$ cat src/rtl/instr_fetch_unit_pkg.sv
// Shared definitions for the instruction fetch unit: default widths,
// reset PC and the fetch state encoding.
package instr_fetch_unit_pkg;

    localparam int unsigned DEF_ADDR_W   = 24;
    localparam int unsigned DEF_INS_W    = 24;
    localparam int unsigned DEF_IRAM_LAT = 1;
    localparam int unsigned DEF_RESET_PC = 0;
    localparam int unsigned DEF_PC_STEP  = 1;

    typedef enum logic [1:0] {
        ST_IDLE  = 2'd0,
        ST_ISSUE = 2'd1,
        ST_WAIT  = 2'd2,
        ST_HOLD  = 2'd3
    } fetch_state_t;

endpackage

$ cat src/rtl/instr_fetch_unit_pc_reg.sv
// Program counter register: synchronous reset, load has priority over
// increment, increment wraps modulo 2^ADDR_W. pc_next is exposed so the
// owner can register the address that the PC is about to take.
module fetch_pc_reg
    import instr_fetch_unit_pkg::*;
#(
    parameter int unsigned ADDR_W   = DEF_ADDR_W,
    parameter int unsigned RESET_PC = DEF_RESET_PC,
    parameter int unsigned PC_STEP  = DEF_PC_STEP
) (
    input  logic              clk,
    input  logic              reset,
    input  logic              load,
    input  logic [ADDR_W-1:0] target,
    input  logic              inc,
    output logic [ADDR_W-1:0] pc,
    output logic [ADDR_W-1:0] pc_next
);

    // Next PC: redirect beats increment, otherwise hold
    always_comb begin
        pc_next = pc;
        if (load) begin
            pc_next = target;
        end else if (inc) begin
            pc_next = pc + ADDR_W'(PC_STEP);
        end
    end

    // PC storage
    always_ff @(posedge clk) begin
        if (reset) begin
            pc <= ADDR_W'(RESET_PC);
        end else begin
            pc <= pc_next;
        end
    end

endmodule

$ cat src/rtl/instr_fetch_unit.sv
// Instruction fetch unit: issues IRAM reads from the PC, waits IRAM_LAT
// cycles, captures the word and holds it for decode on a valid/ready
// handshake. pc_load redirects the stream, halt returns to IDLE after
// the in-flight instruction has been delivered.
module instr_fetch_unit
    import instr_fetch_unit_pkg::*;
#(
    parameter int unsigned ADDR_W   = DEF_ADDR_W,
    parameter int unsigned INS_W    = DEF_INS_W,
    parameter int unsigned IRAM_LAT = DEF_IRAM_LAT,
    parameter int unsigned RESET_PC = DEF_RESET_PC,
    parameter int unsigned PC_STEP  = DEF_PC_STEP
) (
    input  logic              clk,
    input  logic              reset,
    input  logic              start,
    input  logic              halt,
    input  logic              pc_load,
    input  logic [ADDR_W-1:0] pc_target,
    output logic              mem_read,
    output logic [ADDR_W-1:0] mem_addr,
    input  logic [INS_W-1:0]  mem_ins,
    output logic [INS_W-1:0]  ins_out,
    output logic [ADDR_W-1:0] ins_pc,
    output logic              ins_valid,
    input  logic              ins_ready,
    output logic              busy
);

    localparam int unsigned LAT_W = (IRAM_LAT < 1) ? 1 : $clog2(IRAM_LAT + 1);

    fetch_state_t      state;
    fetch_state_t      state_nxt;
    logic [ADDR_W-1:0] pc;
    logic [ADDR_W-1:0] pc_next;
    logic [LAT_W-1:0]  lat_cnt;
    logic [LAT_W-1:0]  lat_cnt_nxt;
    logic              halt_pend;
    logic              halt_pend_nxt;
    logic              lat_done;
    logic              redirect;
    logic              pc_inc;
    logic              mem_read_nxt;
    logic [ADDR_W-1:0] mem_addr_nxt;
    logic [INS_W-1:0]  ins_out_nxt;
    logic [ADDR_W-1:0] ins_pc_nxt;
    logic              ins_valid_nxt;
    logic              busy_nxt;

    // Last WAIT cycle: the IRAM word is on mem_ins now
    assign lat_done = (state == ST_WAIT) && (lat_cnt == LAT_W'(1));
    // Redirect only aborts work in the active states; in IDLE it just moves the PC
    assign redirect = pc_load && (state != ST_IDLE);
    // Advance the PC as the instruction is captured, unless it is being redirected
    assign pc_inc   = lat_done && !pc_load;

    fetch_pc_reg #(
        .ADDR_W   (ADDR_W),
        .RESET_PC (RESET_PC),
        .PC_STEP  (PC_STEP)
    ) u_pc (
        .clk     (clk),
        .reset   (reset),
        .load    (pc_load),
        .target  (pc_target),
        .inc     (pc_inc),
        .pc      (pc),
        .pc_next (pc_next)
    );

    // State register
    always_ff @(posedge clk) begin
        if (reset) begin
            state <= ST_IDLE;
        end else begin
            state <= state_nxt;
        end
    end

    // Next-state logic
    always_comb begin
        state_nxt = state;
        case (state)
            ST_IDLE: begin
                if (!pc_load && start) begin
                    state_nxt = ST_ISSUE;
                end
            end
            ST_ISSUE: begin
                if (pc_load) begin
                    state_nxt = halt_pend ? ST_IDLE : ST_ISSUE;
                end else begin
                    state_nxt = ST_WAIT;
                end
            end
            ST_WAIT: begin
                if (pc_load) begin
                    state_nxt = halt_pend ? ST_IDLE : ST_ISSUE;
                end else if (lat_done) begin
                    state_nxt = ST_HOLD;
                end
            end
            ST_HOLD: begin
                // pc_load with ins_ready: the held word is consumed, then the redirect applies
                if (pc_load) begin
                    state_nxt = halt_pend ? ST_IDLE : ST_ISSUE;
                end else if (ins_ready) begin
                    state_nxt = (halt_pend || halt) ? ST_IDLE : ST_ISSUE;
                end
            end
            default: state_nxt = ST_IDLE;
        endcase
    end

    // Next values of the registered outputs and datapath state
    always_comb begin
        // mem_read/mem_addr are aligned with the ISSUE state, so they are
        // derived from the state being entered and the PC being loaded
        mem_read_nxt  = (state_nxt == ST_ISSUE);
        mem_addr_nxt  = (state_nxt == ST_ISSUE) ? pc_next : mem_addr;
        busy_nxt      = (state_nxt != ST_IDLE);
        ins_out_nxt   = ins_out;
        ins_pc_nxt    = ins_pc;
        ins_valid_nxt = ins_valid;
        lat_cnt_nxt   = lat_cnt;
        halt_pend_nxt = halt_pend;

        if ((state != ST_IDLE) && halt) begin
            halt_pend_nxt = 1'b1;
        end
        if (state_nxt == ST_IDLE) begin
            halt_pend_nxt = 1'b0;
        end

        if (redirect) begin
            ins_valid_nxt = 1'b0;
            lat_cnt_nxt   = '0;
        end else begin
            case (state)
                ST_ISSUE: lat_cnt_nxt = LAT_W'(IRAM_LAT);
                ST_WAIT: begin
                    if (lat_cnt != '0) begin
                        lat_cnt_nxt = lat_cnt - LAT_W'(1);
                    end
                    if (lat_done) begin
                        ins_out_nxt   = mem_ins;
                        ins_pc_nxt    = pc;
                        ins_valid_nxt = 1'b1;
                    end
                end
                ST_HOLD: begin
                    if (ins_ready) begin
                        ins_valid_nxt = 1'b0;
                    end
                end
                default: ;
            endcase
        end
    end

    // Output and datapath registers
    always_ff @(posedge clk) begin
        if (reset) begin
            mem_read  <= 1'b0;
            mem_addr  <= ADDR_W'(RESET_PC);
            ins_out   <= '0;
            ins_pc    <= '0;
            ins_valid <= 1'b0;
            busy      <= 1'b0;
            lat_cnt   <= '0;
            halt_pend <= 1'b0;
        end else begin
            mem_read  <= mem_read_nxt;
            mem_addr  <= mem_addr_nxt;
            ins_out   <= ins_out_nxt;
            ins_pc    <= ins_pc_nxt;
            ins_valid <= ins_valid_nxt;
            busy      <= busy_nxt;
            lat_cnt   <= lat_cnt_nxt;
            halt_pend <= halt_pend_nxt;
        end
    end

endmodule

$ cat config.mk
export PLATFORM = sky130hd
export DESIGN_NAME = instr_fetch_unit
export DESIGN_NICKNAME = d
export VERILOG_FILES = /design/src/rtl/instr_fetch_unit_pkg.sv /design/src/rtl/instr_fetch_unit_pc_reg.sv /design/src/rtl/instr_fetch_unit.sv
export SDC_FILE = /design/constraint.sdc
export NUM_CORES = 1
export LEC_CHECK = 0
export ABC_AREA = 1
export CAP_MARGIN = 25
export CELL_PAD_IN_SITES_DETAIL_PLACEMENT = 0
export CELL_PAD_IN_SITES_GLOBAL_PLACEMENT = 1
export CORE_MARGIN = 2
export CORE_UTILIZATION = 30
export DETAILED_ROUTE_END_ITERATION = 16
export PLACE_DENSITY = 0.73
export SLEW_MARGIN = 20
export SYNTH_ARGS = -nofsm -noshare
export SYNTH_HDL_FRONTEND = slang
export SYNTH_SLANG_ARGS = --single-unit
$ cat constraint.sdc
create_clock -name clk -period 1.7 [get_ports clk]
set_clock_uncertainty 0.05 [all_clocks]
set_input_delay 0.34 -clock clk [delete_from_list [all_inputs] [get_ports clk]]
set_output_delay 0.34 -clock clk [all_outputs]
set_load 0.02 [all_outputs]
; Word-level counts from Yosys, hierarchy flattened
; Cells that the tools add are included.
[op_classes]
n_eq_ne = 6
reduce_logical = 17
muxes = 16
bitwise_logic = 1
add_sub_neg = 2
[ops]
columns = cell, n
row1 = 2-to-1 mux 24 bit, 2
row2 = adder 24 x 1 -> 24 bit (second input constant), 1
row3 = 2-to-1 mux 2 bit, 6
row4 = case mux 2 bit (4 select lines), 1
row5 = nonzero test 2 bit, 4
row6 = AND reduction 3 bit, 2
row7 = logical AND 1 bit, 5
row8 = 2-to-1 mux 1 bit, 5
row9 = equality test 2 x 1 -> 1 bit (second input constant), 2
row10 = equality test 2 bit (second input constant), 2
row11 = logical NOT 2 bit, 2
row12 = != test 2 bit (second input constant), 2
row13 = case mux 1 bit (2 select lines), 2
row14 = OR reduction 2 bit, 2
row15 = logical NOT 1 bit, 1
row16 = logical OR 1 bit, 1
row17 = inverter 1 bit, 1
row18 = subtractor 1 bit (second input constant), 1
[totals]
ff_bits = 103
input_bits = 54

; Longest topological paths before layout
[logic_depth]
word_depth = 7
ltp_mapped = 14
mapped_depth_nobuf = 13

; Hierarchy
; Synthesis repeated with hierarchy kept, for this count alone.
[unflattened]
cells_unflattened = 700
area_unflattened_um2 = 4819.6
[by_module_without_submodules]
columns = module, cells_each, instances, area_per_inst_um2
row1 = instr_fetch_unit, 430, 1, 3229.3
row2 = fetch_pc_reg, 270, 1, 1590.3

; Worst setup path before layout
; OpenSTA, ideal clock, no wires.
[synth_timing]
kind = register to register
from = register state[0]
to = register mem_addr[19]
path_slack_ns = -0.054
synth_period_minus_slack_ns = 1.754
setup_time_ns = 0.109
path_stages_with_launch = 13
arrival_time_ns = 1.595
cell_sequence = dfxtp_1 inv_1 ha_1 nand2_4 inv_4 o21ai_1 a21boi_4 nand2_4 inv_6 buf_12 nand3_1 nand2_1 inv_1
[synth_via]
elab_chain_len = 6
elab_cells_between_ends = 15
cone_classes = eq/ne (4) / mux (8) / reduce/logical (3)
[synth_rtl]
columns = item, line_no
row1 = from (decl), instr_fetch_unit.sv:32  ; fetch_state_t state;
row2 = from (signal assigned), instr_fetch_unit.sv:76  ; state <= state_nxt;
row3 = equality test 2 bit, "instr_fetch_unit.sv:51, instr_fetch_unit.sv:83"
row4 = logical AND 1 bit, instr_fetch_unit.sv:51  ; assign lat_done = (state == ST_WAIT) && (lat_cnt == LAT_W'(1));
row5 = 2-to-1 mux 2 bit, instr_fetch_unit.sv:99  ; end else if (lat_done) begin
row6 = 2-to-1 mux 2 bit, instr_fetch_unit.sv:97  ; if (pc_load) begin
row7 = case mux 2 bit (4 select lines), instr_fetch_unit.sv:83  ; case (state)
row8 = equality test 2 x 1 -> 1 bit, instr_fetch_unit.sv:120  ; mem_addr_nxt = (state_nxt == ST_ISSUE) ? pc_next : mem_addr;
row9 = to (signal assigned), instr_fetch_unit.sv:165  ; mem_addr <= ADDR_W'(RESET_PC);
row10 = to (signal assigned), instr_fetch_unit.sv:174  ; mem_addr <= mem_addr_nxt;
row11 = to (decl), instr_fetch_unit.sv:21  ; output logic [ADDR_W-1:0] mem_addr,
; Several ways; a longest one is shown, not always the timed one.
; A chain may end at the register's enable or synchronous reset.

; Final worst setup path
[layout_timing]
from = register state[1]
to = register mem_addr[19]
; Same word-level chain as after synthesis.

==> out/metrics.yaml <==
status: "finished with violations"
violations: "setup timing"
clkSlewWorstSetupHoldPaths_ns: 0.07
die_w_um: 127
ys_seq_area_share_pct: 45.1
worstMarginPinSlew_ns: 0.444
track_usage_pct: 17.7
synthesis.area_um2: 4570
num_io_pins: 129
synth-seq-cells: 103
use_met2_pct: 29.3
grt_pass1_vias: 4514
grt.met1_usage_pct: 22.9
start_util_pct: 30.4
p_seq_share_pct: 45.6
grt-busiest-layer: "met2"
setup_viol: 25
layout-drive-gt1-share_pct: 19.2
dr.pass1.iters: 5
gr-total-overflow: 0
worstPathBufferInverterCount: 4
combPwrFrac_pct: 16.8
postSynthCellCount: 640
hold_viol_final: 0
clockPowerShare_pct: 37.6
power_density_nw_per_um2: 807
netSwitchingPower_mw: 1.52
port_buffers: 128
die_h_um: 127
syn-num-nets: 699
dr_total_vias: 4642
clk_path_buf_depth: 2
synth_cell_types: 29
cap_violations: 0
yosys_warnings: 0
clock_latency_ns: 0.35
hpwl_um: 10300
syn_to_final_growth_pct: 54.3
tritoncts: "built"
synth-async-reset-ratio_pct: 0
synth-edff-count: 0
drt_iter0_drc: 206
hp-class: "flop to flop"
p_leak_nw: 3.58
h-tree-depth: 3
core_um2: 15000
worstSetupEndpointType: "flop"
period_share_pct: 106
fin_crit_ns: 1.80
cts_hold_buf: 0
yosys.area.top_type: "dfxtp_1"
pre_cts_ws_ns: -0.412
ys_dominant_reg_cell: "dfxtp_1"
slew_viol_final: 0
final_cell_mix: "103 x nand2_1, 101 x dfxtp_1, 91 x nor2_1"
routed_wl_um: 14500
nets: 859
grt_max_degree: 34
startpoint_type: "flop"
critical_path.top_delay_family: "buffers and inverters"
ant_nets: 0
cts.sinks: 103
drc: 0
wire_per_inst_um: 14.6
cp_slowest_cell: "dfxtp_4"
final_common_cell: "nand2_1"
cts_root_buffer: "clkbuf_16"
max_freq_mhz: 556
rsz0062_at_grt: "yes"
syn_avg_cell_area_um2: 7.15
worstSetupPathType: "flop to flop"
synth_area_leaders: "dfxtp_1 45%, nand2_1 9.4%, nor2_1 8.0%, o21ai_0 7.2%, inv_1 5.8%"
cts_buffers: 9
viasPerCell: 4.68
cp_max_fo: 6
fin_ws_ns: -0.0972
dieArea_um2: 16200
final_util_pct: 46.9
diodes: 0
place.gp.congestion: 0.891
slowest_delay_ns: 0.41
synth_top_cell_area_share_pct: 45.1
cp_data_required_time_ns: 1.95
placed_cell_area_um2: 6330
final_cell_area_um2: 7060
antenna_found_initial: 0
grt_pass1_wl_um: 22700
path_cells: "inv_4 -> ha_4 -> buf_6 -> o21ai_2 -> nand2_2 -> a21boi_4 -> nand2_8 -> clkbuf_16 -> a21oi_2 -> nand2_1 -> inv_1"
grt_use_met3_pct: 3.27
max_slew_margin_pct: 70.4
p_sw_share_pct: 26.8
rows: 45
ir_worst_vdd_uv: 513
critPathArrivalTime_ns: 2.05
cell_internal_pwr_mw: 4.17
[cell type report]
| class | instances | area [um2] |
|---|---|---|
| Clock buffer | 11 | 253 |
| Clock inverter | 3 | 43.8 |
| Timing Repair Buffer | 177 | 1780 |
| Multi-Input combinational cell | 433 | 2360 |
| Timing Repair inverter | 1 | 6.26 |
| Fill cell | 1493 | 7980 |
| Inverter | 75 | 307 |
| Sequential cell | 103 | 2070 |
| Tap cell | 188 | 235 |
[cell families (layout without fill, tap and decap cells)]
family                   after synthesis  in the layout  synth area share (%)
adder cells (fa/ha/maj)                5              5                  1.37
AO/OA/AOI/OAI                        139            139                  16.4
buffers and inverters                104            267                  10.1
XOR/XNOR                               2              2                 0.383
flip-flops                           103            103                  45.1
AND/OR/NAND/NOR                      287            287                  26.6
[metrics by stage]
stage          cells  power [mW]  TNS (ns)  hold WS [ns]
2_1_floorplan    640        3.10         0         0.394
3_3_place_gp     972        3.53    -19.11         0.415
3_5_place_dp     972        3.54    -20.72         0.425
4_1_cts          989        5.71    -0.935         0.439
5_1_grt          991        5.94     -4.66         0.455
6_report         991        5.69     -1.72         0.426
[registers in the layout, indices dropped and copies added, names as in the netlist]
name,count
lat_cnt,1
halt_pend,1
u_pc.pc,24
mem_read,1
ins_valid,1
busy,1
mem_addr,24
ins_pc,24
state,2
ins_out,24
[power by group through the flow]
stage | clock network (mW) | logic, mW | registers [mW]
CTS | 2.20 | 0.918 | 2.59
finish | 2.14 | 0.959 | 2.59
global placement | 0 | 0.884 | 2.65
floorplan | 0 | 0.378 | 2.72
detailed placement | 0 | 0.891 | 2.65
global route | 2.29 | 1.04 | 2.61
[synthesized netlist by cell type (3+ instances only)]
master	instances
o21ai_1	9
clkbuf_1	17
nand4_1	5
dfxtp_1	103
nand2_2	6
nor2_1	97
nand3_1	52
nor3_1	4
o21ai_0	66
a21oi_2	8
nand2_1	114
buf_2	7
a21oi_1	51
buf_6	3
inv_1	71
ha_1	5
[final timing paths]
path              start            to  slack (ns)  cells after the start
min reg2reg  ins_out[3]    ins_out[3]        0.43                      2
min          ins_out[3]    ins_out[3]        0.43                      2
max reg2reg    state[1]  mem_addr[19]        -0.1                     11
max            state[1]  mem_addr[19]        -0.1                     11
[worst register-to-register path, cell delays in order (launching register included)]
cell       delay (ns)
dfxtp_4          0.41
inv_4            0.06
ha_4             0.17
buf_6            0.12
o21ai_2          0.06
nand2_2          0.09
a21boi_4         0.22
nand2_8          0.15
clkbuf_16        0.20
a21oi_2          0.11
nand2_1          0.06
inv_1            0.05
[layer usage]
metal	routed length, um	share of wire (%)
met1	6800	47
met2	6670	46
met3	786	5.4
met4	248	1.7
met5	0	0
[repair_timing]
action / in CTS / in global routing
setup endpoints to repair: 138 / 112
cloned: 1 / 1
gates resized for setup: 110 / 70
pin swaps: 22 / 20
buffers inserted: 2 / 1
Note: power is estimated with default switching activity, not from simulation.
